`config.mk`:
```
export PLATFORM = sky130hd
export DESIGN_NAME = ysyx_23060236_wbu
export DESIGN_NICKNAME = d
export VERILOG_FILES = /design/src/rtl/ysyx_23060236_wbu.sv
export SDC_FILE = /design/constraint.sdc
export NUM_CORES = 2
export LEC_CHECK = 0
export ABC_CLOCK_PERIOD_IN_PS = 13450
export CAP_MARGIN = 15
export CORE_ASPECT_RATIO = 0.7
export CORE_MARGIN = 3
export CORE_UTILIZATION = 50
export DETAILED_ROUTE_END_ITERATION = 8
export HOLD_SLACK_MARGIN = 0.12
export PLACE_DENSITY_LB_ADDON = 0.2
export SLEW_MARGIN = 10
export SYNTH_ARGS = -nofsm -noshare
export SYNTH_HDL_FRONTEND = slang
export SYNTH_SLANG_ARGS = --single-unit
```
`constraint.sdc`:
```
create_clock -name clock -period 13.45 [get_ports clock]
set_input_delay 2.69 -clock clock [delete_from_list [all_inputs] [get_ports clock]]
set_output_delay 2.69 -clock clock [all_outputs]
set_load 0.01 [all_outputs]
```
`src/rtl/ysyx_23060236_wbu.sv`:
```
// ysyx_23060236_wbu: write-back stage. Holds the GPR file, commits LSU results,
// keeps a per-register pending-writer count for RAW stall detection, and counts
// retired instructions.
// Optional feature macro: YSYX_23060236_WBU_BYPASS_EN (forward the committing
// value to the read ports and release rs_busy in the commit cycle).
//
// Handshakes: wb_valid is a one-cycle commit pulse that is always accepted.
// An issue fires only when iss_valid and iss_ready are both high at a posedge.
// iss_ready never depends on iss_valid.
module ysyx_23060236_wbu #(
   parameter int ADDR_WIDTH = 5,
   parameter int PEND_WIDTH = 2,
   parameter int CNT_WIDTH  = 64
) (
   input  logic                  clock,
   input  logic                  reset,
   input  logic                  wb_valid,
   input  logic [31:0]           wb_val,
   input  logic [ADDR_WIDTH-1:0] wb_rd,
   input  logic                  wb_wen,
   input  logic                  iss_valid,
   input  logic [ADDR_WIDTH-1:0] iss_rd,
   input  logic                  iss_wen,
   output logic                  iss_ready,
   input  logic [ADDR_WIDTH-1:0] rs1_addr,
   input  logic [ADDR_WIDTH-1:0] rs2_addr,
   output logic [31:0]           rs1_val,
   output logic [31:0]           rs2_val,
   output logic                  rs_busy,
   output logic                  retire_valid,
   output logic [CNT_WIDTH-1:0]  retire_cnt
);

   localparam int NUM_REGS = 1 << ADDR_WIDTH;
   localparam logic [PEND_WIDTH-1:0] PEND_MAX = '1;
   localparam logic [PEND_WIDTH-1:0] PEND_ONE = PEND_WIDTH'(1);

   logic [31:0]           gpr       [NUM_REGS];
   logic [PEND_WIDTH-1:0] pend      [NUM_REGS];
   logic [PEND_WIDTH-1:0] pend_next [NUM_REGS];
   logic                  commit;
   logic                  issue;
   logic                  busy1;
   logic                  busy2;

   // Commit/issue qualifiers; x0 is never written and never tracked.
   always_comb begin
      commit    = wb_valid & wb_wen & (wb_rd != '0);
      iss_ready = ~(iss_wen & (iss_rd != '0) & (pend[iss_rd] == PEND_MAX))
                  | (commit & (wb_rd == iss_rd));
      issue     = iss_valid & iss_ready & iss_wen & (iss_rd != '0);
   end

   // Pending counters: +1 on issue, -1 on commit, unchanged when both hit the
   // same register, and held at 0 on a stray commit instead of wrapping.
   always_comb begin
      for (int i = 0; i < NUM_REGS; i++) begin
         pend_next[i] = pend[i];
         if (issue && (iss_rd == ADDR_WIDTH'(i)) &&
             !(commit && (wb_rd == ADDR_WIDTH'(i)))) begin
            pend_next[i] = pend[i] + PEND_ONE;
         end else if (commit && (wb_rd == ADDR_WIDTH'(i)) &&
                      !(issue && (iss_rd == ADDR_WIDTH'(i))) &&
                      (pend[i] != '0)) begin
            pend_next[i] = pend[i] - PEND_ONE;
         end
      end
   end

   // Pending counter register.
   always_ff @(posedge clock) begin
      if (!reset) begin
         for (int i = 0; i < NUM_REGS; i++) pend[i] <= '0;
      end else begin
         for (int i = 0; i < NUM_REGS; i++) pend[i] <= pend_next[i];
      end
   end

   // GPR file write port.
   always_ff @(posedge clock) begin
      if (!reset) begin
         for (int i = 0; i < NUM_REGS; i++) gpr[i] <= '0;
      end else if (commit) begin
         gpr[wb_rd] <= wb_val;
      end
   end

   // Asynchronous read ports and RAW busy indication.
   always_comb begin
      rs1_val = (rs1_addr == '0) ? 32'h0 : gpr[rs1_addr];
      rs2_val = (rs2_addr == '0) ? 32'h0 : gpr[rs2_addr];
      busy1   = (rs1_addr != '0) && (pend[rs1_addr] != '0);
      busy2   = (rs2_addr != '0) && (pend[rs2_addr] != '0);
`ifdef YSYX_23060236_WBU_BYPASS_EN
      if (commit && (wb_rd == rs1_addr)) begin
         rs1_val = wb_val;
         if (pend[rs1_addr] == PEND_ONE) busy1 = 1'b0;
      end
      if (commit && (wb_rd == rs2_addr)) begin
         rs2_val = wb_val;
         if (pend[rs2_addr] == PEND_ONE) busy2 = 1'b0;
      end
`endif
      rs_busy = busy1 | busy2;
   end

   // Retire pulse and wrapping retired-instruction counter.
   always_ff @(posedge clock) begin
      if (!reset) begin
         retire_valid <= 1'b0;
         retire_cnt   <= '0;
      end else begin
         retire_valid <= wb_valid;
         if (wb_valid) retire_cnt <= retire_cnt + CNT_WIDTH'(1);
      end
   end

   // A commit to a register with no outstanding writer is a protocol error.
   always_ff @(posedge clock) begin
      if (reset && commit) assert (pend[wb_rd] != '0);
   end

endmodule
```
* Yosys cells after proc, flatten, opt, wreduce, memory -nomap -nowiden
Memory sizes are Yosys's and may differ from the RTL's.
Index checks and enable logic that the tools add are counted.
** Word-level totals
- Flip-flop bits (word level) :: 65
- Bits in latches :: 0
- Memory bits (writable) :: 1088
- Bits in read-only memories :: 0
- Input port bits :: 58
- Output and inout port bits :: 131
- Logic and storage cells :: 551
- Memories :: 2
** Memory list
- gpr :: words 32, width 32, rd ports 2, clocked after Yosys merged registers in 0, wr ports 32, line 38 : logic [31:0] gpr [NUM_REGS];
- pend :: words 32, width 2, rd ports 35, clocked after Yosys merged registers in 0, wr ports 32, line 39 : logic [PEND_WIDTH-1:0] pend [NUM_REGS];
** Cells by class
- Add/subtract/negate cells :: 65
- $mul :: 0
- Divide/modulo/power cells :: 0
- Order comparisons :: 0
- Eq/ne operators :: 64
- Shift-type cells :: 0
- Muxes and demuxes :: 106
- Bitwise operators :: 43
- Reduce and logical (&&, ||, !) cells :: 269
** Operator list (count)
- $mux W2 :: 96
- $logic_and A1 B1 Y1 :: 162
- $eq A5 B5 Y1 const B :: 32
- $mux W32 :: 3
- $eq A5 B4 Y1 const B :: 16
- $reduce_bool A2 Y1 :: 34
- $add A2 B1 Y2 const B :: 32
- $add A64 B1 Y64 const B :: 1
- $logic_not A1 Y1 :: 64
- $sub A2 B1 Y2 const B :: 32
- $eq A5 B3 Y1 const B :: 8
- $or A1 B1 Y1 :: 34
- $reduce_or A32 Y1 :: 1
- $eq A5 B2 Y1 const B :: 4
- $logic_not A5 Y1 :: 4
- $reduce_bool A5 Y1 :: 4
- $eq A5 B1 Y1 const B :: 2
- $and A1 B1 Y1 :: 8
- $mux W1 :: 6
- $eq A5 B5 Y1 :: 1
- $mux W5 :: 1
- $eq A2 B2 Y1 const B :: 1
- $not A1 Y1 :: 1

* Longest topological paths before layout
- Depth in word-level cells :: 15
- Mapped depth :: 12
- Gate-level depth less buffers :: 7

* Worst setup path after synthesis
No wires, ideal clock.
- Kind :: input to output
- Start :: in rs2_addr[0]
- End :: out rs2_val[1]
- Data arrival time :: 4829 ps
- Required time :: 10760 ps
- Path slack :: 5931 ps
- Cell stages on the path :: 7
- Buffers on the path :: 3
- Cell sequence :: clkbuf_1 > clkbuf_1 > clkbuf_1 > mux4_2 > mux4_2 > mux2i_1 > nor2_1
** On the way
- Word-level cells in the longest chain between the ends :: 2
- Elaborated cells on any way between the ends :: 3
- Classes of those cells :: 1 x mux; 1 x reduce/logical; 1 x memory
** RTL lines
- from (decl) :: line 26 : input logic [ADDR_WIDTH-1:0] rs2_addr,
- $mem_v2 Z32 W32 or $logic_not A5 Y1 (tied branches)
- $mux W32 * :: line 91 : rs2_val = (rs2_addr == '0) ? 32'h0 : gpr[rs2_addr];
- to (decl) :: line 28 : output logic [31:0] rs2_val,
Every way passes the cells marked *; elsewhere a longest branch is shown, timed or not.

* Worst setup path after layout
- Start :: in rs1_addr[1]
- End :: out rs_busy
** On the way
- Word-level cells in the longest chain between the ends :: 4
- Elaborated cells on any way between the ends :: 5
- Classes of those cells :: 1 x bitwise; 3 x reduce/logical; 1 x memory
** RTL lines
- from (decl) :: line 25 : input logic [ADDR_WIDTH-1:0] rs1_addr,
- $mem_v2 Z32 W2
- $reduce_bool A2 Y1 :: line 92 : busy1 = (rs1_addr != '0) && (pend[rs1_addr] != '0);
- $logic_and A1 B1 Y1 * :: line 92
- $or A1 B1 Y1 * :: line 104 : rs_busy = busy1 | busy2;
- to (decl) :: line 29 : output logic rs_busy,
Marks and branches as above.

==> flow_summary.toml <==
[route]
via_per_inst = 6.84
detail_route.drc_violations = 0
dr.first_iter.drc_count = 6682
wl_per_cell_um = 34.2
routed-via-count = 40700
drt-pass1-iter-count = 6
route.antenna.remaining_nets = 0
wirelength_um = 204000

[timing]
final_setup_violating_endpoints = 0
timing_hold_violations_final = 0
fin_tns_setup_ns = 0
grt_setup_unrepaired = "no"
period_utilisation_layout_pct = 67.4
relSlewSlack_pct = 19.0
min_period_ns = 9.06
finalMaxSlewViolations = 0
maxClockFrequency_mhz = 110
worst_slack_ns = 4.39
worst_clock_skew_ns = 0.0394
worst_pin_slew_ns = 1.21

[critical_path]
category_of_the_worst_setup_path_capture_point = "primary output"
worst_path_max_delay_cell = "sky130_fd_sc_hd__or4_1"
critical_path.reg2reg.endpoint = "retire_cnt[59]"
critPathTopFamily = "buffers and inverters"
chain_of_cells_forming_the_critical_path = "buf_8 > buf_12 > or4_1 > nor2_4 > buf_4 > o21bai_1 > a22o_1 > clkdlybuf4s50_1"
critical_path.max_stage_delay_ns = 0.65
worst-setup-path-type = "input port to primary output"
endpoint_required_time_on_the_critical_path_ns = 10.76
crit_arrival_ns = 6.37
launch_instance_of_the_worst_register_to_register_path = "retire_cnt[31]"
timing.reg2reg.worst_path_depth = 6
crit_fanout = 112
regToRegSetupSlack_ns = 10.47
worstPathBufferInverterCount = 4
crit_path_start_kind = "input port"

[clocking]
worst_setup_hold_path_clk_slew_ns = 0.06
numCtsBuffers = 115
tritoncts = "done"
clockBufferDepth = 3
post_cts_setup_buffer_count = 0
cts.sink_count = 1153
worst_skew_pair.late_latency_ns = 0.76
post_cts_resized = 0
cts.root.buffer_cell = "sky130_fd_sc_hd__clkbuf_16"
hold_bufs_inserted_after_cts = 0
cts-htree-levels = 3

[cells_and_area]
drive_gt1_share_pct = 24.3
layout.cells.non_filler = 5958
finalNetCount = 4275
multi_input_comb_area_um2 = 27700
postLayoutCellArea_um2 = 69700
syn_to_final_growth_pct = 11.7
num-fill-cells = 9555
seq_area_um2 = 33300

[global_route]
grt_pass1_vias = 39900
grt_max_degree = 181
antenna_violations_before_repair = 15
grt.overflow.total = 0
grt_first_pass_wirelength_um = 293000
groute.usage.overall_pct = 31.7

[placement]
hpwlAfterDp_um = 108000
placement.setup.worst_slack_ns = 4.41
number_of_instances_in_the_placed_design = 5734
place.gp.congestion = 0.844
dpl_cell_area_um2 = 65800
port_buffers = 188

[yosys]
top_cells_by_count_synth = "sky130_fd_sc_hd__edfxtp_1, sky130_fd_sc_hd__and2_1, sky130_fd_sc_hd__mux4_2, sky130_fd_sc_hd__clkbuf_1, sky130_fd_sc_hd__and3_1"
yosysWarningCount = 0
synthCells = 4228
yosys.cell_types.count = 74
synth_top_cells_by_area = "sky130_fd_sc_hd__edfxtp_1, sky130_fd_sc_hd__mux4_2, sky130_fd_sc_hd__and2_1"
synthMostInstantiatedCell = "sky130_fd_sc_hd__edfxtp_1"
synth_ff_type = "sky130_fd_sc_hd__edfxtp_1"
yosys.area.top_type = "sky130_fd_sc_hd__edfxtp_1"
postSynth.asyncResetShare_pct = 0
syn-cell-area_um2 = 62400
synth_enable_flop_cells = 1024
yosysSeqAreaShare_pct = 53.5
synthDominantCellAreaShare_pct = 49.3
yosys_register_bits = 1153
avgSynthCellArea_um2 = 14.7

[hold_path]
worstHoldEndpoint = "pend[0][0]"
worstHoldPathType = "flip-flop to flip-flop"
holdCritStartpoint = "pend[0][0]"
worst_hold_path.num_cells = 2

[pwr]
ir_drop_v = 0.000118
finalPower_w = 0.00849
pwr_density_cell_nw_per_um2 = 122
leakage_power_of_the_design_nw = 24.0

[floorplan]
die_outline_area_um2 = 129000
boundaryPins = 189
initial_core_util_pct = 50.8
floorplan.die.width_um = 428
die_height_um = 301
core.rowCount = 107
coreArea_um2 = 123000

[run_status]
status = "completed"

[run]
max-cap-violations = 0
-- cell usage in the layout, fill, tap and decap left out, types with 29 or more instances in the layout --
cell type                         count
sky130_fd_sc_hd__a21oi_1             55
sky130_fd_sc_hd__and2_1             689
sky130_fd_sc_hd__and3_1             340
sky130_fd_sc_hd__buf_4               98
sky130_fd_sc_hd__clkbuf_16          117
sky130_fd_sc_hd__clkdlybuf4s50_1    177
sky130_fd_sc_hd__conb_1              32
sky130_fd_sc_hd__dfxtp_1            129
sky130_fd_sc_hd__edfxtp_1          1024
sky130_fd_sc_hd__mux2i_1             74
sky130_fd_sc_hd__mux4_2             662
sky130_fd_sc_hd__nand2_1            112
sky130_fd_sc_hd__nand3_1             47
sky130_fd_sc_hd__nor2_1             170
sky130_fd_sc_hd__nor3_1              29
sky130_fd_sc_hd__o21ai_0             34
sky130_fd_sc_hd__or3_1               35
sky130_fd_sc_hd__xnor2_1             38
-- layer usage --
layer,GRT usage (%),vias to the layer above,part of all wire (%)
met2,45.8,2974,44
met5,0,-,0
met3,9.08,390,14
met1,46.6,20900,39
met4,10.5,0,3.3
li1,-,16500,-
-- power by group --
group	switching (W)	leakage, nW	internal, W	total, W
Combinational	0.000554	11.4	0.000473	0.00103
Clock	0.00146	1.86	0.00185	0.00331
Sequential	0.0000850	10.8	0.00407	0.00415
-- state kept, by name (all words and copies together) (netlist names) --
signal,cells
gpr,1024
pend,64
retire_cnt,64
retire_valid,1
-- worst register-to-register path, delay by kind of cell (launching register included) --
kind	cells	cell delay, ns
AND/OR/NAND/NOR	5	2.33
flip-flops	1	0.45
AO/OA/AOI/OAI	1	0.14
-- how the worst max path moves through the flow --
stage / startpoint / endpoint / depth (start not counted)
final: rs1_addr[1] / rs_busy / 8
after global routing: rs2_addr[0] / rs2_val[17] / 7
after CTS: rs1_addr[1] / rs_busy / 8
after detailed placement: rs1_addr[1] / rs_busy / 8
after global placement: rs2_addr[0] / rs2_val[25] / 7
after floorplan: rs2_addr[0] / rs2_val[1] / 7
-- cell families (layout without fill, tap and decap cells) --
logic type      count (synthesis)  count (layout)  synth area share [%]
compound gates                214             214                  2.80
xor+xnor                       57              57                 0.801
fa+ha+maj                       1               1                0.0201
buf+inv                       471             527                  2.99
flops                        1153            1153                  53.5
mux                           740             740                  25.3
other cells                     1              40               0.00601
simple gates                 1591            1591                  14.7
-- layout make-up --
| type | count | area share, % |
|---|---|---|
| diodes | 8 | 0.0287 |
| flip-flops and latches | 1153 | 47.8 |
| well taps | 1635 | 2.94 |
| clock buffers | 145 | 4.41 |
| clock inverters | 71 | 1.04 |
| multi-input cells | 2635 | 39.7 |
| inverters | 23 | 0.138 |
| repair buffers | 288 | 3.91 |
-- stage by stage --
step / util, % / hold WS (ns)
detailed placement: 53.6 / 0.436
global placement: 53.6 / 0.431
floorplan: - / 0.422
finish: 56.7 / 0.442
global route: 56.7 / 0.469
CTS: 56.7 / 0.445
Power figures use the tool's default switching activity.
